`config.mk`:
```
export PLATFORM = sky130hd
export DESIGN_NAME = prompt_sequencer
export DESIGN_NICKNAME = d
export VERILOG_FILES = /design/src/rtl/prompt_sequencer.sv
export SDC_FILE = /design/constraint.sdc
export NUM_CORES = 1
export LEC_CHECK = 0
export CAP_MARGIN = 10
export CORE_MARGIN = 2
export CORE_UTILIZATION = 45
export CTS_BUF_LIST = sky130_fd_sc_hd__clkbuf_4
export CTS_CLUSTER_DIAMETER = 120
export DETAILED_ROUTE_END_ITERATION = 12
export PLACE_DENSITY_LB_ADDON = 0.08
export SLEW_MARGIN = 40
export SYNTH_ARGS = -nofsm -noshare
export SYNTH_HDL_FRONTEND = slang
export SYNTH_SLANG_ARGS = --single-unit
```
`constraint.sdc`:
```
create_clock -name clk -period 2.9 [get_ports clk]
set_clock_uncertainty 0.2 [all_clocks]
set_input_delay 0.435 -clock clk [delete_from_list [all_inputs] [get_ports clk]]
set_output_delay 0.435 -clock clk [all_outputs]
set_load 0.05 [all_outputs]
```
`src/rtl/prompt_sequencer.sv`:
```
// Switch-game round controller: LFSR target pick, per-round countdown, pass/fail.
// Optional PROMPT_SPEEDUP_EN shortens the round time as more rounds are passed.
module prompt_sequencer #(
    parameter int          NUM_SW    = 10,
    parameter int          ROUND_S   = 15,
    parameter int          GAP_S     = 5,
    parameter logic [15:0] LFSR_SEED = 16'hACE1
) (
    input  logic              clk,
    input  logic              reset_btn_n,
    input  logic              tick,
    input  logic              start,
    input  logic [NUM_SW-1:0] sw,
    output logic [NUM_SW-1:0] ledr,
    output logic [5:0]        count,
    output logic              round_active,
    output logic              round_pass,
    output logic              round_fail,
    output logic [6:0]        round_num
);

    typedef enum logic [2:0] {
        S_IDLE,
        S_ARM,
        S_PLAY,
        S_GAP,
        S_OVER
    } state_e;

    state_e            state_q, state_d;
    logic [15:0]       lfsr_q, lfsr_d;
    logic [3:0]        tgt_q, tgt_d;
    logic [5:0]        count_q, count_d;
    logic [6:0]        rnum_q, rnum_d;
    logic [NUM_SW-1:0] ledr_q, ledr_d;
    logic              active_q, active_d;
    logic              pass_q, pass_d;
    logic              fail_q, fail_d;

    logic [3:0]        cand;
    logic [NUM_SW-1:0] cand_hot;
    logic [NUM_SW-1:0] tgt_hot;
    logic [5:0]        round_time;

    function automatic logic [NUM_SW-1:0] onehot(input logic [3:0] i);
        return NUM_SW'(1) << i;
    endfunction

`ifdef PROMPT_SPEEDUP_EN
    logic [6:0] dec;
    assign dec = rnum_q / 7'd5;
    assign round_time = (7'(ROUND_S) >= dec + 7'd5) ?
                        6'(7'(ROUND_S) - dec) : 6'd5;
`else
    assign round_time = 6'(ROUND_S);
`endif

    assign cand     = lfsr_q[3:0];
    assign cand_hot = onehot(cand);
    assign tgt_hot  = onehot(tgt_q);

    always_comb begin
        state_d = state_q;
        tgt_d   = tgt_q;
        count_d = count_q;
        rnum_d  = rnum_q;
        pass_d  = 1'b0;
        fail_d  = 1'b0;
        lfsr_d  = {lfsr_q[14:0],
                   lfsr_q[15] ^ lfsr_q[13] ^ lfsr_q[12] ^ lfsr_q[10]};
        unique case (state_q)
            S_IDLE: begin
                if (start) begin
                    state_d = S_ARM;
                    rnum_d  = '0;
                end
            end
            S_ARM: begin
                if (({1'b0, cand} < 5'(NUM_SW)) && (sw != cand_hot)) begin
                    tgt_d   = cand;
                    count_d = round_time;
                    state_d = S_PLAY;
                end
            end
            S_PLAY: begin
                // An exact match wins even on the cycle the timer hits zero.
                if (sw == tgt_hot) begin
                    pass_d  = 1'b1;
                    rnum_d  = (rnum_q == 7'd99) ? rnum_q : rnum_q + 7'd1;
                    count_d = 6'(GAP_S);
                    state_d = S_GAP;
                end else if (count_q == '0) begin
                    fail_d  = 1'b1;
                    state_d = S_OVER;
                end else if (tick) begin
                    count_d = count_q - 6'd1;
                end
            end
            S_GAP: begin
                if (count_q == '0) begin
                    state_d = S_ARM;
                end else if (tick) begin
                    count_d = count_q - 6'd1;
                end
            end
            S_OVER: begin
                count_d = '0;
                if (start) begin
                    state_d = S_ARM;
                    rnum_d  = '0;
                end
            end
            default: state_d = S_IDLE;
        endcase

        unique case (state_d)
            S_PLAY:  ledr_d = onehot(tgt_d);
            S_OVER:  ledr_d = '1;
            default: ledr_d = '0;
        endcase
        active_d = (state_d == S_PLAY);
    end

    always_ff @(posedge clk or negedge reset_btn_n) begin
        if (!reset_btn_n) begin
            state_q  <= S_IDLE;
            lfsr_q   <= LFSR_SEED;
            tgt_q    <= '0;
            count_q  <= '0;
            rnum_q   <= '0;
            ledr_q   <= '0;
            active_q <= 1'b0;
            pass_q   <= 1'b0;
            fail_q   <= 1'b0;
        end else begin
            state_q  <= state_d;
            lfsr_q   <= lfsr_d;
            tgt_q    <= tgt_d;
            count_q  <= count_d;
            rnum_q   <= rnum_d;
            ledr_q   <= ledr_d;
            active_q <= active_d;
            pass_q   <= pass_d;
            fail_q   <= fail_d;
        end
    end

    assign ledr         = ledr_q;
    assign count        = count_q;
    assign round_active = active_q;
    assign round_pass   = pass_q;
    assign round_fail   = fail_q;
    assign round_num    = rnum_q;

endmodule
```
==> flow_summary.toml, run 1 <==
[synthesis]
postSynthRegisterBits = 49
syn_avg_cell_area_sq_um = 10.3
synth_largest_type_area_fraction_pct = 38.7
yosys_warnings = 0
asyncSetResetFlopFracSynth_pct = 100
ys_types = 60
synth_area_sq_mm = 0.00265
synth_top_cells_by_area = "sky130_fd_sc_hd__dfrtp_1 39%, sky130_fd_sc_hd__dfstp_2 7.9%, sky130_fd_sc_hd__nor2_1 3.8%, sky130_fd_sc_hd__o31ai_1 3.1%, sky130_fd_sc_hd__mux2i_1 2.6%"
synth.largest_area_cell = "sky130_fd_sc_hd__dfrtp_1"
synth_edf_count = 0
sequential_element_share_of_the_synthesized_area_pct = 46.7
synthCells = 258
ys.flop_type = "sky130_fd_sc_hd__dfrtp_1"
synth_fp_nets = 275

[global_routing]
grt.overflow.total = 0
antenna_found_initial = 0
grt_pass1_vias = 2030
grt_pass1_wl_microns = 9490
global_route.usage.total_pct = 18.7
pin_count_of_the_biggest_net_entering_global_routing = 41

[power]
pwr-share-clk_pct = 17.9
power_per_cell_area_mw_per_mm2 = 678
maximum_vdd_drop_uv = 500
switchingPower_uw = 869
p_sw_share_pct = 39.5
power.share.combinational_pct = 43.7
power_frac_seq_pct = 38.5
power_report.internal_total_mw = 1.33
power.total_mw = 2.20
power.leakage_nw = 1.39

[sta]
setup-violations-final = 0
post-route-worst-setup-slack_ns = 0.218
final-hold-violation-count = 0
slew_headroom_pct = 64.6
timing.setup.tns_ns = 0
layout_worst_path_cycle_share_pct = 92.5
worst_pin_slew_ns = 0.528
max_freq_ghz = 0.373
fin_crit_ns = 2.68
final-max-slew-violation-count = 0
unrepaired_setup_endpoints_after_global_routing = "no"

[floorplanning]
ioPinCount = 40
y_dimension_of_the_die_microns = 80.7
floorplan.rows = 27
die-width_microns = 80.7
dieArea_sq_mm = 0.00652
core_area_sq_mm = 0.00561
start_util_pct = 47.2

[clocking]
ctsRootBufferMaster = "sky130_fd_sc_hd__clkbuf_4"
clock_path_buffers = 2
cts-buffers-inserted = 5
cts.sink_count = 49
clk_pin_slew_ns = 0.14
cts_tree = "done"
worst_skew_pair.late_latency_ns = 0.35
cts-htree-levels = 2
post-cts-setup-buffers = 0

[layout]
num_antenna_cells = 0
seq_area_sq_mm = 0.00124
multi_input_area_sq_mm = 0.00129
num-nets-final = 327
layout-drive-gt1-share_pct = 16.1
layout-area-overhead-vs-synth_pct = 22.5
fill_cells = 512
stdcell_count = 383

[worst_setup_path]
startpoint_kind_of_the_worst_setup_timing_path = "flip-flop"
critical_path.endpoint_type = "flip-flop"
arrival_time_reported_for_the_critical_path_endpoint_ns = 2.74
critPathMaxFanout = 12
worst-setup-path-type = "reg2reg"
crit_required_ns = 2.96

[placement]
place.gp.congestion = 0.833
dpl.cell_count = 374
post-dp-hpwl_microns = 4090
port_buffers = 39
dp_worst_setup_slack_ns = -0.0883

[drt]
post_drt_via_cell_ratio = 5.46
dr_total_vias = 2091
drc_errors = 0
drt-total-wl_microns = 5500
detail_route.iter0.violations = 120
post_drt_wl_per_cell_microns = 14.4
drt_pre_antenna_iters = 5
antenna_violating_nets_post_route = 0

[flow_run]
cap_violations = 0

[hold_path]
worst_hold_path_type = "reg2reg"

[status]
status = "completed"
cell usage in the layout (no fill, tap or decap), types with 2 or more instances in the layout:
cell,count
sky130_fd_sc_hd__a211o_1,4
sky130_fd_sc_hd__a211oi_1,2
sky130_fd_sc_hd__a21oi_1,7
sky130_fd_sc_hd__a311o_1,2
sky130_fd_sc_hd__and2_1,6
sky130_fd_sc_hd__and4bb_2,2
sky130_fd_sc_hd__buf_4,18
sky130_fd_sc_hd__clkbuf_4,6
sky130_fd_sc_hd__clkdlybuf4s50_1,38
sky130_fd_sc_hd__dfrtp_1,40
sky130_fd_sc_hd__dfstp_2,8
sky130_fd_sc_hd__ha_1,3
sky130_fd_sc_hd__inv_1,4
sky130_fd_sc_hd__inv_2,2
sky130_fd_sc_hd__mux2_2,5
sky130_fd_sc_hd__mux2i_1,7
sky130_fd_sc_hd__nand2_1,17
sky130_fd_sc_hd__nand2b_1,9
sky130_fd_sc_hd__nand3_1,6
sky130_fd_sc_hd__nand3b_1,3
sky130_fd_sc_hd__nand4_1,4
sky130_fd_sc_hd__nor2_1,27
sky130_fd_sc_hd__nor2b_1,10
sky130_fd_sc_hd__nor3_1,3
sky130_fd_sc_hd__nor3b_1,4
sky130_fd_sc_hd__nor4_1,4
sky130_fd_sc_hd__nor4b_1,3
sky130_fd_sc_hd__nor4bb_1,4
sky130_fd_sc_hd__o21ai_0,7
sky130_fd_sc_hd__o21ai_1,2
sky130_fd_sc_hd__o22a_1,2
sky130_fd_sc_hd__o31ai_1,11
sky130_fd_sc_hd__or2_1,2
sky130_fd_sc_hd__or3_1,2
sky130_fd_sc_hd__xnor2_1,4
sky130_fd_sc_hd__xor2_1,5
cell usage after synthesis (2+ instances only):
cell type	n
sky130_fd_sc_hd__nand2b_1	9
sky130_fd_sc_hd__nor2_1	27
sky130_fd_sc_hd__mux2_2	5
sky130_fd_sc_hd__a311o_1	2
sky130_fd_sc_hd__inv_1	4
sky130_fd_sc_hd__ha_1	3
sky130_fd_sc_hd__nor3_1	3
sky130_fd_sc_hd__nor3b_1	4
sky130_fd_sc_hd__nand2_1	17
sky130_fd_sc_hd__or3_1	2
sky130_fd_sc_hd__inv_2	2
sky130_fd_sc_hd__a211oi_1	2
sky130_fd_sc_hd__and2_1	6
sky130_fd_sc_hd__nand4_1	4
sky130_fd_sc_hd__a211o_1	4
sky130_fd_sc_hd__o31ai_1	11
sky130_fd_sc_hd__nand3_1	6
sky130_fd_sc_hd__a21oi_1	7
sky130_fd_sc_hd__nor4_1	4
sky130_fd_sc_hd__dfrtp_1	41
sky130_fd_sc_hd__o21ai_0	7
sky130_fd_sc_hd__and4bb_2	2
sky130_fd_sc_hd__buf_6	4
sky130_fd_sc_hd__nor4bb_1	4
sky130_fd_sc_hd__o22a_1	2
sky130_fd_sc_hd__nor2b_1	10
sky130_fd_sc_hd__nor4b_1	3
sky130_fd_sc_hd__or2_1	2
sky130_fd_sc_hd__dfstp_2	8
sky130_fd_sc_hd__xor2_1	5
sky130_fd_sc_hd__mux2i_1	7
sky130_fd_sc_hd__o21ai_1	2
sky130_fd_sc_hd__buf_4	6
sky130_fd_sc_hd__buf_2	2
sky130_fd_sc_hd__nand3b_1	3
sky130_fd_sc_hd__xnor2_1	4
final timing paths:
path,startpoint,end,slack (ns),depth (start not counted)
worst max-delay path,tgt_q[0]$_DFF_PN0_,ledr[7]$_DFF_PN0_,0.22,9
worst min-delay path,lfsr_q[14]$_DFF_PN0_,lfsr_q[15]$_DFF_PN1_,0.16,0
worst max register to register,tgt_q[0]$_DFF_PN0_,ledr[7]$_DFF_PN0_,0.22,9
worst min register to register,lfsr_q[14]$_DFF_PN0_,lfsr_q[15]$_DFF_PN1_,0.16,0
max in group asynchronous,reset_btn_n,lfsr_q[5]$_DFF_PN1_,1.47,3
min in group asynchronous,reset_btn_n,lfsr_q[2]$_DFF_PN0_,0.26,2
metal layers:
| layer | up-vias | share of wire (%) | track usage, % |
|---|---|---|---|
| met5 | - | 0 | 0 |
| met4 | 0 | 0.84 | 5.59 |
| met3 | 4 | 3.7 | 4.27 |
| met2 | 51 | 46 | 29.5 |
| met1 | 995 | 50 | 25.7 |
| li1 | 1041 | - | - |
power by group through the flow:
stage | registers, mW | clock network [mW] | logic [mW]
finish | 0.846 | 0.393 | 0.960
global route | 0.862 | 0.439 | 1.05
CTS | 0.849 | 0.408 | 0.968
detailed placement | 0.861 | 0 | 0.962
global placement | 0.861 | 0 | 0.961
floorplan | 1.08 | 0 | 0.451
layout make-up:
cell class	instances	area share [%]
multi-input cells	190	39.6
flip-flops and latches	49	38.1
repair buffers	58	16.3
well taps	72	2.78
clock buffers	6	1.39
clock inverters	2	1.04
inverters	6	0.694
registers in the layout, indices dropped and copies added (netlist names):
name / cells
round_num: 7
count: 6
round_fail: 1
tgt_q: 4
round_pass: 1
state_q: 3
ledr: 10
lfsr_q: 16
round_active: 1
per-stage QoR:
stage / utilization (%) / cell area, sq um / hold slack [ns]
2_1_floorplan: - / 2650 / -0.0606
3_3_place_gp: 56.3 / 3160 / 0.108
3_5_place_dp: 56.3 / 3160 / 0.106
4_1_cts: 57.9 / 3240 / 0.157
5_1_grt: 57.9 / 3250 / 0.163
6_report: 57.9 / 3250 / 0.161
critical path, cell delays in order (launching register included):
cell	delay [ns]
sky130_fd_sc_hd__dfrtp_1	0.55
sky130_fd_sc_hd__buf_4	0.23
sky130_fd_sc_hd__nor3b_1	0.20
sky130_fd_sc_hd__a211oi_1	0.09
sky130_fd_sc_hd__a2111o_1	0.40
sky130_fd_sc_hd__nor4_2	0.29
sky130_fd_sc_hd__a211o_2	0.17
sky130_fd_sc_hd__nand2b_1	0.06
sky130_fd_sc_hd__buf_4	0.17
sky130_fd_sc_hd__o31ai_1	0.24
logic make-up after synthesis:
kind of cell,after synthesis,share of synthesized area [%]
mux,12,4.77
buf+inv,19,4.77
flops,49,46.7
compound gates,54,15.1
simple gates,112,24.3
fa+ha+maj,3,1.42
xor+xnor,9,2.98
what timing repair did:
item | 4_1_cts | 5_1_grt
resized for setup | 0 | 1
hold buffers | 1 | 0
endpoints found under the hold margin | 9 | 0
endpoints found under the setup margin | 0 | 8
(Power assumes the default switching activity.)
==> inputs of run 2 (changes only) <==
CORE_MARGIN = 1.5   (was 2)
CTS_BUF_LIST = not set   (was sky130_fd_sc_hd__clkbuf_4)
==> run 2 against run 1 <==
Clock power is 45% higher. Global-route usage is 0.30 points higher. Critical endpoint unchanged. Count of clock-buffer cells in the layout is 1 lower. Largest cell class unchanged. Critical path type unchanged.
==> flow_summary.toml, run 2 (synthesized netlist as in run 1, its figures left out) <==
[status]
status = "completed"

[worst_setup_path]
cp_cell_sequence = "nand2_1, a311o_1, a22oi_1, nand3_1, buf_4, o311ai_1, nand2b_1, buf_4, o31ai_1"
worstReg2RegStart = "lfsr_q[0]$_DFF_PN1_"
worst-setup-path-type = "reg2reg"
crit-reg2reg-capture = "ledr[7]$_DFF_PN0_"
critPathMostFrequentCell = "sky130_fd_sc_hd__buf_4"
worstPathBufferInverterCount = 2
logic_depth_of_the_worst_setup_path_including_buffers = 9
r2r_setup_slack_ns = 0.22
startpoint_kind_of_the_worst_setup_timing_path = "flip-flop"
critPathMaxFanout = 17
critical_path.endpoint_type = "flip-flop"
timing.reg2reg.worst_path_depth = 9
crit_required_ns = 2.87
critical-path-slowest-cell = "sky130_fd_sc_hd__dfstp_2"
path_delay_family = "compound AO/OA/AOI/OAI gates"
arrival_time_reported_for_the_critical_path_endpoint_ns = 2.65
critical-path-max-stage-delay_ns = 0.72

[global_routing]
grt_pass1_vias = 1957
grt_pass1_wl_microns = 9320
grt.overflow.total = 0
antenna_found_initial = 0
pin_count_of_the_biggest_net_entering_global_routing = 50
global_route.usage.total_pct = 19.0

[layout]
final_design_area_no_fill_sq_mm = 0.00331
finalCoreUtilization_pct = 59.0
layout_commonest_cell = "sky130_fd_sc_hd__dfrtp_1"
largest_reg_flops = 16
final_cell_mix = "40 x sky130_fd_sc_hd__dfrtp_1, 38 x sky130_fd_sc_hd__clkdlybuf4s50_1, 27 x sky130_fd_sc_hd__nor2_1"
layout-area-overhead-vs-synth_pct = 24.9
registers.top_by_ff_count = "lfsr_q"
num-nets-final = 327
num_antenna_cells = 0
stdcell_count = 383
layout-drive-gt1-share_pct = 17.0

[floorplanning]
ioPinCount = 40
start_util_pct = 47.2
die-width_microns = 79.7
core_area_sq_mm = 0.00561
dieArea_sq_mm = 0.00636
y_dimension_of_the_die_microns = 79.7
floorplan.rows = 27

[clocking]
cts-htree-levels = 2
ctsRootBufferMaster = "sky130_fd_sc_hd__clkbuf_8"
cts_tree = "done"
cts.sink_count = 49
clk_pin_slew_ns = 0.09
cts-buffers-inserted = 5
clock_path_buffers = 2
worst_skew_pair.late_latency_ns = 0.30
postCtsHoldBufs = 0

[power]
p_sw_share_pct = 37.6
power.total_mw = 2.38
power_report.internal_total_mw = 1.48
power_frac_seq_pct = 35.8
pwr-share-clk_pct = 23.9
power_per_cell_area_mw_per_mm2 = 718
power.share.combinational_pct = 40.3
power.leakage_nw = 1.42
maximum_vdd_drop_uv = 571
switchingPower_uw = 894

[drt]
antenna_violating_nets_post_route = 0
post_drt_via_cell_ratio = 5.53
drt-total-wl_microns = 5460
drt_pre_antenna_iters = 4
detail_route.iter0.violations = 105
post_drt_wl_per_cell_microns = 14.3
drc_errors = 0
dr_total_vias = 2119

[placement]
post-dp-hpwl_microns = 3990
place_area_sq_mm = 0.00316
dpl.cell_count = 375
port_buffers = 39
place.gp.congestion = 0.800

[hold_path]
worst_hold_path_type = "in2async"

[sta]
worst_pin_slew_ns = 0.604
layout_worst_path_cycle_share_pct = 92.3
fin_crit_ns = 2.68
unrepaired_setup_endpoints_after_global_routing = "no"
final-hold-violation-count = 0
max_freq_ghz = 0.374
setup-violations-final = 0
final-max-slew-violation-count = 0
slew_headroom_pct = 59.7

[flow_run]
cap_violations = 0
-- run 2: cell count changes in the layout (fill, tap and decap cells not counted), sizes merged --
cell	before	now
bufinv	1	2
buf	19	20
clkbuf	6	5
dlygate4sd3	1	0
-- run 2: per-layer routing --
metal  part of all wire (%)  track usage, %  routed length [microns]
met5                      0               0                        0
met4                    1.5            7.02                       81
met3                    3.2            3.20                      177
met2                     45            29.1                     2470
met1                     50            26.9                     2730
-- run 2: per-stage QoR --
stage | hold slack, ns | TNS [ns] | worst slack, ns
final | 0.0252 | 0 | 0.224
after global routing | 0.0868 | 0 | 0.00436
after global placement | 0.134 | -0.961 | -0.0974
after detailed placement | 0.141 | -0.939 | -0.119
after CTS | 0.0321 | 0 | 0.198
after floorplan | -0.0606 | 0 | 0.396
-- run 2: worst max-delay path by stage --
stage                              from                  endpoint  slack, ns
finish              lfsr_q[0]$_DFF_PN1_         ledr[7]$_DFF_PN0_       0.22
global route        lfsr_q[0]$_DFF_PN1_         ledr[0]$_DFF_PN0_      0.004
global placement                  sw[5]  round_num[4]$_DFFE_PN0P_       -0.1
CTS                 lfsr_q[3]$_DFF_PN0_         ledr[7]$_DFF_PN0_       0.20
floorplan            tgt_q[0]$_DFF_PN0_  round_num[4]$_DFFE_PN0P_       0.40
detailed placement                sw[0]  round_num[4]$_DFFE_PN0P_      -0.12
-- run 2: timing repair --
item / 4_1_cts / 5_1_grt
resized for setup: 0 / 3
endpoints found under the setup margin: 0 / 11
setup buffers: 0 / 0
-- run 2: final cells by class --
type                    instances  area (sq um)
fillers                       525          2300
multi-input cells             190          1300
flip-flops and latches         49          1240
repair buffers                 58           528
well taps                      72          90.1
clock buffers                   5          68.8
clock inverters                 3          65.1
inverters                       6          22.5
-- run 2: power groups by stage --
stage | combinational, mW | sequential [mW] | clock [mW]
global route | 1.04 | 0.862 | 0.616
floorplan | 0.451 | 1.08 | 0
detailed placement | 0.961 | 0.861 | 0
finish | 0.959 | 0.850 | 0.568
CTS | 0.964 | 0.850 | 0.588
global placement | 0.957 | 0.862 | 0
==> inputs of run 3 (changes only) <==
ABC_AREA = 1   (was not set)
CAP_MARGIN = 20   (was 10)
CORE_MARGIN = not set   (was 1.5)
==> run 3 against run 2 <==
Flip-flop and latch count did not move. Cell count rose by 21%. Sequential share of layout area rose by 0.52 points. First-iteration DRC count rose by 26%. Register-to-register slack improved by 0.23 ns. Critical path type unchanged. Largest cell class unchanged. Utilization fell by 1.2 points.
==> flow_summary.toml, run 3 <==
[synthesis]
synthCells = 345
synth_fp_nets = 362
ys.flop_type = "sky130_fd_sc_hd__dfrtp_1"
synth_top_cells_by_area = "sky130_fd_sc_hd__dfrtp_1 38%, sky130_fd_sc_hd__nand2_1 15%, sky130_fd_sc_hd__dfstp_2 7.8%, sky130_fd_sc_hd__nand3_1 5.9%, sky130_fd_sc_hd__inv_1 4.6%"
postSynthRegisterBits = 49
asyncSetResetFlopFracSynth_pct = 100
ys_types = 32
synth.largest_area_cell = "sky130_fd_sc_hd__dfrtp_1"
yosys_warnings = 0
synth_largest_type_area_fraction_pct = 38.1
syn_avg_cell_area_sq_um = 7.81
ys_top_cells_by_count = "109 x sky130_fd_sc_hd__nand2_1, 41 x sky130_fd_sc_hd__dfrtp_1, 33 x sky130_fd_sc_hd__inv_1"
sequential_element_share_of_the_synthesized_area_pct = 45.9
synth_area_sq_mm = 0.00269
synth_most_common_cell = "sky130_fd_sc_hd__nand2_1"
synth_edf_count = 0

[worst_setup_path]
worstPathBufferInverterCount = 1
arrival_time_reported_for_the_critical_path_endpoint_ns = 2.44
cp_cell_sequence = "nor2_2, nand3_1, nand2_1, nand2_1, nor2_1, nand3_2, nand3_4, inv_2, or2_4, o21a_1"
critical-path-max-stage-delay_ns = 0.48
crit_required_ns = 2.89
path_delay_family = "simple AND/OR/NAND/NOR gates"
critical-path-slowest-cell = "sky130_fd_sc_hd__dfrtp_1"
critical_path.endpoint_type = "flip-flop"
startpoint_kind_of_the_worst_setup_timing_path = "flip-flop"
critPathMaxFanout = 10
worst-setup-path-type = "reg2reg"
critPathMostFrequentCell = "sky130_fd_sc_hd__nand2_1"

[sta]
slew_headroom_pct = 50.5
setup-violations-final = 0
final-max-slew-violation-count = 0
final-hold-violation-count = 0
worst_pin_slew_ns = 0.737
layout_worst_path_cycle_share_pct = 84.3
max_freq_ghz = 0.409
unrepaired_setup_endpoints_after_global_routing = "no"
fin_crit_ns = 2.44
timing.setup.tns_ns = 0

[layout]
seq_area_sq_mm = 0.00124
multi_input_area_sq_mm = 0.00128
layout_commonest_cell = "sky130_fd_sc_hd__nand2_1"
registers.top_by_ff_count = "lfsr_q"
layout-drive-gt1-share_pct = 11.7
num-nets-final = 409
layout-area-overhead-vs-synth_pct = 21.0
largest_reg_flops = 16
fill_cells = 546
final_design_area_no_fill_sq_mm = 0.00326
final_cell_mix = "109 x sky130_fd_sc_hd__nand2_1, 41 x sky130_fd_sc_hd__dfrtp_1, 38 x sky130_fd_sc_hd__clkdlybuf4s50_1"
num_antenna_cells = 0
stdcell_count = 465

[clocking]
postCtsHoldBufs = 1
cts_tree = "done"
clock_path_buffers = 2
clk_pin_slew_ns = 0.09
cts-buffers-inserted = 5
ctsRootBufferMaster = "sky130_fd_sc_hd__clkbuf_8"
cts_repair_resize_count = 0
cts-htree-levels = 2
post-cts-setup-buffers = 0
cts.sink_count = 49
worst_skew_pair.late_latency_ns = 0.30

[flow_run]
cap_violations = 0

[hold_path]
worst_hold_path_type = "reg2reg"

[placement]
place.gp.congestion = 0.796
place_area_sq_mm = 0.00317
dpl.cell_count = 456
port_buffers = 39
post-dp-hpwl_microns = 4110

[floorplanning]
die-width_microns = 79.4
start_util_pct = 47.7
dieArea_sq_mm = 0.00630
core_area_sq_mm = 0.00564
y_dimension_of_the_die_microns = 79.4
floorplan.rows = 27
ioPinCount = 40

[global_routing]
use_met2_pct = 29.8
groute.layer.met3.usage_pct = 4.11
antenna_found_initial = 0
grt.busiest_layer = "met2"
grt_pass1_vias = 2169
global_route.usage.total_pct = 20.1
pin_count_of_the_biggest_net_entering_global_routing = 35
grtUsageMet1_pct = 29.5
grt_pass1_wl_microns = 9880
grt.overflow.total = 0

[drt]
detail_route.iter0.violations = 132
drc_errors = 0
drt-total-wl_microns = 5640
dr_total_vias = 2299
post_drt_via_cell_ratio = 4.94
antenna_violating_nets_post_route = 0
post_drt_wl_per_cell_microns = 12.1
drt_pre_antenna_iters = 4

[power]
maximum_vdd_drop_uv = 506
power_per_cell_area_mw_per_mm2 = 890
power.leakage_nw = 1.63

[status]
status = "completed"
==> run 3: power breakdown <==
| group | internal, mW | switching, mW | total [mW] |
|---|---|---|---|
| registers | 0.839 | 0.139 | 0.979 |
| clock network | 0.171 | 0.219 | 0.390 |
| logic | 0.508 | 1.02 | 1.53 |
==> run 3: worst reg2reg max path: stages, from the launching register on <==
cell and delay (ns):
sky130_fd_sc_hd__dfrtp_1 0.48, sky130_fd_sc_hd__nor2_2 0.35, sky130_fd_sc_hd__nand3_1 0.12, sky130_fd_sc_hd__nand2_1 0.09, sky130_fd_sc_hd__nand2_1 0.06, sky130_fd_sc_hd__nor2_1 0.14, sky130_fd_sc_hd__nand3_2 0.23, sky130_fd_sc_hd__nand3_4 0.18
sky130_fd_sc_hd__inv_2 0.06, sky130_fd_sc_hd__or2_4 0.26, sky130_fd_sc_hd__o21a_1 0.17
==> run 3: final cells by class <==
| class | count | share of cell area (%) |
|---|---|---|
| flip-flops and latches | 49 | 37.9 |
| multi-input cells | 251 | 39.3 |
| clock buffers | 7 | 2.34 |
| well taps | 72 | 2.76 |
| clock inverters | 1 | 0.230 |
| repair buffers | 41 | 12.4 |
| inverters | 44 | 5.07 |
==> run 3: metal layers <==
metal / up-vias / part of all wire, %
li1: 1198 / -
met1: 1049 / 50
met2: 46 / 44
met3: 6 / 4.9
met4: 0 / 1.3
met5: - / 0
==> run 3: stage by stage <==
step	power (mW)	utilization (%)	hold WS, ns	setup slack [ns]
2_1_floorplan	2.07	-	-0.0606	0.715
3_5_place_dp	2.52	56.1	0.136	0.253
5_1_grt	3.12	57.8	0.165	0.139
6_report	2.90	57.8	0.152	0.456
4_1_cts	2.93	57.8	0.159	0.435
3_3_place_gp	2.52	56.1	0.136	0.311
==> run 3: cells by family after synthesis <==
kind of cell / synth area share, %
xor+xnor: 4.55
simple gates: 36.1
flops: 45.9
compound gates: 5.48
fa+ha+maj: 1.39
buf+inv: 6.55
==> run 3: final timing paths <==
path                                     startpoint                    to  slack (ns)  depth (start not counted)
min in group asynchronous               reset_btn_n    tgt_q[0]$_DFF_PN0_        0.40                          2
worst min-delay path            lfsr_q[8]$_DFF_PN0_   lfsr_q[9]$_DFF_PN0_        0.15                          0
worst max register to register  lfsr_q[3]$_DFF_PN0_  count[0]$_DFFE_PN0P_        0.46                         10
worst min register to register  lfsr_q[8]$_DFF_PN0_   lfsr_q[9]$_DFF_PN0_        0.15                          0
worst max-delay path            lfsr_q[3]$_DFF_PN0_  count[0]$_DFFE_PN0P_        0.46                         10
max in group asynchronous               reset_btn_n   lfsr_q[0]$_DFF_PN1_        1.31                          3
